### config.mk
export PLATFORM = sky130hd
export DESIGN_NAME = mpsoc_gpio_irq
export DESIGN_NICKNAME = d
export VERILOG_FILES = /design/src/rtl/mpsoc_gpio_irq.sv
export SDC_FILE = /design/constraint.sdc
export NUM_CORES = 1
export LEC_CHECK = 0
export BUFFER_PORTS_ARGS = -buffer_cell sky130_fd_sc_hd__buf_2
export CORE_MARGIN = 5
export CORE_UTILIZATION = 59
export CTS_BUF_LIST = sky130_fd_sc_hd__clkbuf_16
export CTS_CLUSTER_SIZE = 25
export DETAILED_ROUTE_END_ITERATION = 10
export PLACE_DENSITY = 0.93
export SYNTH_ARGS = -nofsm -noshare
export SYNTH_HDL_FRONTEND = slang
export SYNTH_SLANG_ARGS = --single-unit
### constraint.sdc
create_clock -name PCLK -period 2.4 [get_ports PCLK]
set_input_delay 0.12 -clock PCLK [delete_from_list [all_inputs] [get_ports PCLK]]
set_output_delay 0.12 -clock PCLK [all_outputs]
set_load 0.05 [all_outputs]
### src/rtl/mpsoc_gpio_irq.sv
// APB3-Lite GPIO interrupt controller: pad synchroniser, per-bit edge detect, W1C pending, level irq.
// Optional per-bit debounce filter enabled by defining MPSOC_GPIO_IRQ_DEBOUNCE_EN.
module mpsoc_gpio_irq #(
    parameter int unsigned PADDR_SIZE      = 64,
    parameter int unsigned PDATA_SIZE      = 64,
    parameter int unsigned DEBOUNCE_CYCLES = 4
) (
    input  logic                    PRESETn,
    input  logic                    PCLK,
    input  logic                    PSEL,
    input  logic                    PENABLE,
    input  logic                    PWRITE,
    input  logic [PDATA_SIZE/8-1:0] PSTRB,
    input  logic [PADDR_SIZE-1:0]   PADDR,
    input  logic [PDATA_SIZE-1:0]   PWDATA,
    output logic [PDATA_SIZE-1:0]   PRDATA,
    output logic                    PREADY,
    output logic                    PSLVERR,
    input  logic [PDATA_SIZE-1:0]   gpio_i,
    output logic                    irq_o
);

    localparam int unsigned NumLanes = PDATA_SIZE / 8;

    logic [PDATA_SIZE-1:0] ien_q, ien_d, rise_en_q, rise_en_d, fall_en_q, fall_en_d;
    logic [PDATA_SIZE-1:0] pending_q, pending_d, prdata_q, rd_data;
    logic [PDATA_SIZE-1:0] sync1_q, sync2_q, prev_q, lvl;
    logic [PDATA_SIZE-1:0] wmask, clr, rise, fall;
    logic                  init_q, irq_q, wr_en, rd_en;
    logic [2:0]            idx;

    assign wr_en   = PSEL & PENABLE & PWRITE;
    assign rd_en   = PSEL & ~PENABLE & ~PWRITE;
    assign idx     = PADDR[2:0];
    assign PREADY  = 1'b1;
    assign PSLVERR = 1'b0;
    assign PRDATA  = prdata_q;
    assign irq_o   = irq_q;

    logic unused_addr;
    assign unused_addr = ^PADDR[PADDR_SIZE-1:3];

`ifdef MPSOC_GPIO_IRQ_DEBOUNCE_EN
    localparam int unsigned    CntW    = $clog2(DEBOUNCE_CYCLES + 1);
    localparam logic [CntW-1:0] CntLast = CntW'(DEBOUNCE_CYCLES - 1);

    logic [PDATA_SIZE-1:0] lvl_q;
    logic [CntW-1:0]       cnt_q [PDATA_SIZE];

    // A bit's counter runs only while the synchronised value disagrees with lvl.
    always_ff @(posedge PCLK or negedge PRESETn) begin
        if (!PRESETn) begin
            lvl_q <= '0;
            for (int i = 0; i < PDATA_SIZE; i++) cnt_q[i] <= '0;
        end else begin
            for (int i = 0; i < PDATA_SIZE; i++) begin
                if (sync2_q[i] == lvl_q[i]) begin
                    cnt_q[i] <= '0;
                end else if (cnt_q[i] == CntLast) begin
                    lvl_q[i] <= sync2_q[i];
                    cnt_q[i] <= '0;
                end else if (cnt_q[i] != {CntW{1'b1}}) begin
                    cnt_q[i] <= cnt_q[i] + CntW'(1);
                end
            end
        end
    end

    assign lvl = lvl_q;
`else
    logic [31:0] unused_debounce;
    assign unused_debounce = 32'(DEBOUNCE_CYCLES);
    assign lvl             = sync2_q;
`endif

    always_comb begin
        wmask = '0;
        for (int b = 0; b < NumLanes; b++) wmask[b*8 +: 8] = {8{PSTRB[b]}};
    end

    always_comb begin
        ien_d     = ien_q;
        rise_en_d = rise_en_q;
        fall_en_d = fall_en_q;
        clr       = '0;
        if (wr_en) begin
            case (idx)
                3'd0:    ien_d     = (ien_q & ~wmask) | (PWDATA & wmask);
                3'd1:    rise_en_d = (rise_en_q & ~wmask) | (PWDATA & wmask);
                3'd2:    fall_en_d = (fall_en_q & ~wmask) | (PWDATA & wmask);
                3'd3:    clr       = PWDATA & wmask;
                default: ;
            endcase
        end
        // init_q masks the first post-reset cycle while prev catches up with lvl.
        rise      = init_q ? '0 : (lvl & ~prev_q & rise_en_q);
        fall      = init_q ? '0 : (~lvl & prev_q & fall_en_q);
        pending_d = (pending_q & ~clr) | rise | fall;
    end

    always_comb begin
        case (idx)
            3'd0:    rd_data = ien_q;
            3'd1:    rd_data = rise_en_q;
            3'd2:    rd_data = fall_en_q;
            3'd3:    rd_data = pending_q;
            3'd4:    rd_data = lvl;
            default: rd_data = '0;
        endcase
    end

    always_ff @(posedge PCLK or negedge PRESETn) begin
        if (!PRESETn) begin
            sync1_q   <= '0;
            sync2_q   <= '0;
            prev_q    <= '0;
            init_q    <= 1'b1;
            ien_q     <= '0;
            rise_en_q <= '0;
            fall_en_q <= '0;
            pending_q <= '0;
            prdata_q  <= '0;
            irq_q     <= 1'b0;
        end else begin
            sync1_q   <= gpio_i;
            sync2_q   <= sync1_q;
            prev_q    <= lvl;
            init_q    <= 1'b0;
            ien_q     <= ien_d;
            rise_en_q <= rise_en_d;
            fall_en_q <= fall_en_d;
            pending_q <= pending_d;
            irq_q     <= |(pending_q & ien_q);
            if (rd_en) prdata_q <= rd_data;
        end
    end

endmodule
==> results.yml <==
clock_tree:
  clkTransAtPathRegs_ns: 0.06
  post-cts-setup-buffers: 0
  cts.sinks: 514
  cts_root_buf: "clkbuf_16"
  cts_buffers: 51
  clock_path_buffers: 3
  cts_max_level: 2
  insertion_delay_ns: 0.61
  cts_tree: "yes"
flow_run:
  maxCapViolCount: 0
timing:
  setup_viol: 0
  whs_ns: 0.02759
  finalMaxSlewViolations: 0
  min_period_over_period_pct: 84.52
  fmax_mhz: 493.0
  slew-limit-headroom_pct: 48.74
  fin_ws_ns: 0.3714
  clock_skew_ns: 0.02596
  rsz0062_at_grt: "false"
  finalHoldViolCount: 0
  worst_pin_slew_ns: 0.7689
  tns_ns: 0
  fin_crit_ns: 2.029
route:
  drcViolationCount: 0
  wire_per_inst_um: 26.02
  vias: 15820
  routed_wl_um: 63760
  drt_first_pass_iters: 7
  via_per_inst: 6.459
  drt_iter0_markers: 1573
  antenna_left: 0
synthesis:
  synth_warnings: 0
  ys_ff_latch: 514
  syn-cell-area_sq_mm: 0.02134
  synth-edff-count: 0
  syn-instance-count: 1598
  async_flop_share_pct: 100.0
  avgSynthCellArea_sq_um: 13.35
  synth_cell_type_count: 41
  ys_seq_area_share_pct: 60.29
  synth_flop_cell: "dfrtp_1"
die:
  start_util_pct: 59.84
  die_height_um: 200.2
  dieArea_sq_mm: 0.04006
  io-pin-count: 272
  placementRows: 69
  coreArea_sq_mm: 0.03566
  fp.dieW_um: 200.2
grt:
  grt_pass1_wl_um: 99290
  grt_overflow: 0
  grt_usage_pct: 31.41
  grt_pass1_vias: 17370
  grt_max_degree: 93
  antenna_found_initial: 10
cells_and_area:
  drive_gt1_share_pct: 26.67
  n_fill_cell: 2170
  syn2layout_area_growth_pct: 20.71
  seq_area_sq_mm: 0.01286
  final_util_pct: 72.23
  nets: 2143
  final_common_cell: "dfrtp_1"
  multi_input_area_sq_mm: 0.007924
  layout_common_cells: "dfrtp_1, buf_2, nand2_1"
worst_hold_path:
  min_path_type: "input pin to asynchronous set/reset pin"
placed_design:
  portBuffers: 208
  place.gp.congestion: 0.8467
  post-place-ws_ns: 0.3171
  hpwlAfterDp_um: 38180
pwr:
  power.density_mw_per_mm2: 828.1
  irDropWorstVdd_uv: 668.4
  swShare_pct: 28.66
  report.power.total_mw: 21.33
  seq_power_share_pct: 48.7
  switching_power_mw: 6.111
  comb_power_share_pct: 15.2
  p_int_mw: 15.22
  clkPwrFrac_pct: 36.1
  p_leak_nw: 12.42
critical_path:
  arrival_ns: 2.51
  critPathKind: "flip-flop to flip-flop"
  critPathLaunchType: "flip-flop"
  cp_max_fo: 3
  endpoint_kind: "flip-flop"
  required_ns: 2.88
run_status:
  status: "finished, final reports clean"
[per-stage QoR]
stage	cell area, sq um	cells
final	25750	2450
after global routing	25750	2450
after CTS	25730	2441
after detailed placement	22850	2216
after global placement	22850	2216
after floorplan	21340	1599
[metal layers]
layer / global-route usage (%) / wire length [um] / up-vias
met5: 0 / 7 / -
met4: 19.08 / 4142 / 2
met3: 8.991 / 6086 / 308
met2: 50.63 / 30620 / 1050
met1: 37.76 / 22900 / 7935
li1: - / - / 6529
[timing repair]
item / 4_1_cts / 5_1_grt
hold buffers: 130 / 0
endpoints found under the setup margin: 0 / 0
hold endpoints to repair: 834 / 0
gates resized for setup: 0 / 0
[critical path, cell delays in order, from the launching register on]
cell and delay [ns]:
dfrtp_1 0.42, a22o_1 0.25, a221oi_1 0.49, nand4_1 0.20, or4_1 0.55
[cells in the mapped netlist, types with 2 or more instances]
| master | count | area [sq um] |
|---|---|---|
| buf_2 | 17 | 85.08 |
| nor2_1 | 142 | 533.0 |
| inv_1 | 17 | 63.81 |
| dfrtp_1 | 513 | 12840 |
| nand2_1 | 176 | 660.6 |
| mux2_4 | 44 | 660.6 |
| buf_4 | 2 | 15.01 |
| a211o_1 | 64 | 560.5 |
| nand4_1 | 4 | 25.02 |
| nor2_8 | 24 | 480.5 |
| buf_6 | 22 | 247.7 |
| a31oi_1 | 16 | 100.1 |
| a22o_1 | 16 | 140.1 |
| mux2_2 | 138 | 1554 |
| o2bb2ai_1 | 64 | 560.5 |
| conb_1 | 2 | 7.510 |
| a22oi_1 | 127 | 953.4 |
| clkbuf_1 | 38 | 142.6 |
| nand2_4 | 8 | 90.09 |
| and4_1 | 8 | 70.07 |
| a221oi_1 | 16 | 140.1 |
| nor2b_1 | 2 | 12.51 |
| mux2_1 | 73 | 822.0 |
| o22a_1 | 48 | 420.4 |
[kinds of logic (layout without fill, tap and decap cells)]
| kind of cell | Yosys count | count (layout) | synth area share, % |
|---|---|---|---|
| DFF | 514 | 514 | 60.29 |
| AOI/OAI and AO/OA | 353 | 353 | 13.54 |
| buffers and inverters | 98 | 479 | 2.686 |
| muxes | 256 | 256 | 14.28 |
| other | 2 | 12 | 0.03520 |
| and+or+nand+nor | 375 | 375 | 9.166 |
[power by group through the flow]
stage          registers, mW  clock network [mW]  logic [mW]
2_1_floorplan           10.7                   0        1.50
3_3_place_gp            10.4                   0        2.85
3_5_place_dp            10.4                   0        2.98
4_1_cts                 10.3                7.71        3.20
5_1_grt                 10.4                8.13        3.44
6_report                10.4                7.70        3.25
[path summary, 6_finish.rpt]
kind | start | end | slack, ns | cells past startpoint
worst min-delay path | PRESETn | sync1_q[2] | 0.03 | 2
worst max-delay path | flip-flop | irq_o | 0.37 | 4
min in group PCLK | PSTRB[6] | flip-flop | 0.10 | 4
max in group asynchronous | PRESETn | prev_q[27] | 1.51 | 3
worst min register to register | sync1_q[63] | lvl[63] | 0.34 | 0
worst max register to register | flip-flop | irq_o | 0.37 | 4
[area by class of cell]
type | instances | area share [%]
Multi-Input combinational cell | 987 | 30.77
Sequential cell | 514 | 49.95
Clock buffer | 52 | 5.053
Antenna cell | 9 | 0.08745
Timing Repair Buffer | 367 | 10.57
Inverter | 17 | 0.2478
Tap cell | 461 | 2.240
Clock inverter | 43 | 1.083
Power figures use the tool's default switching activity.
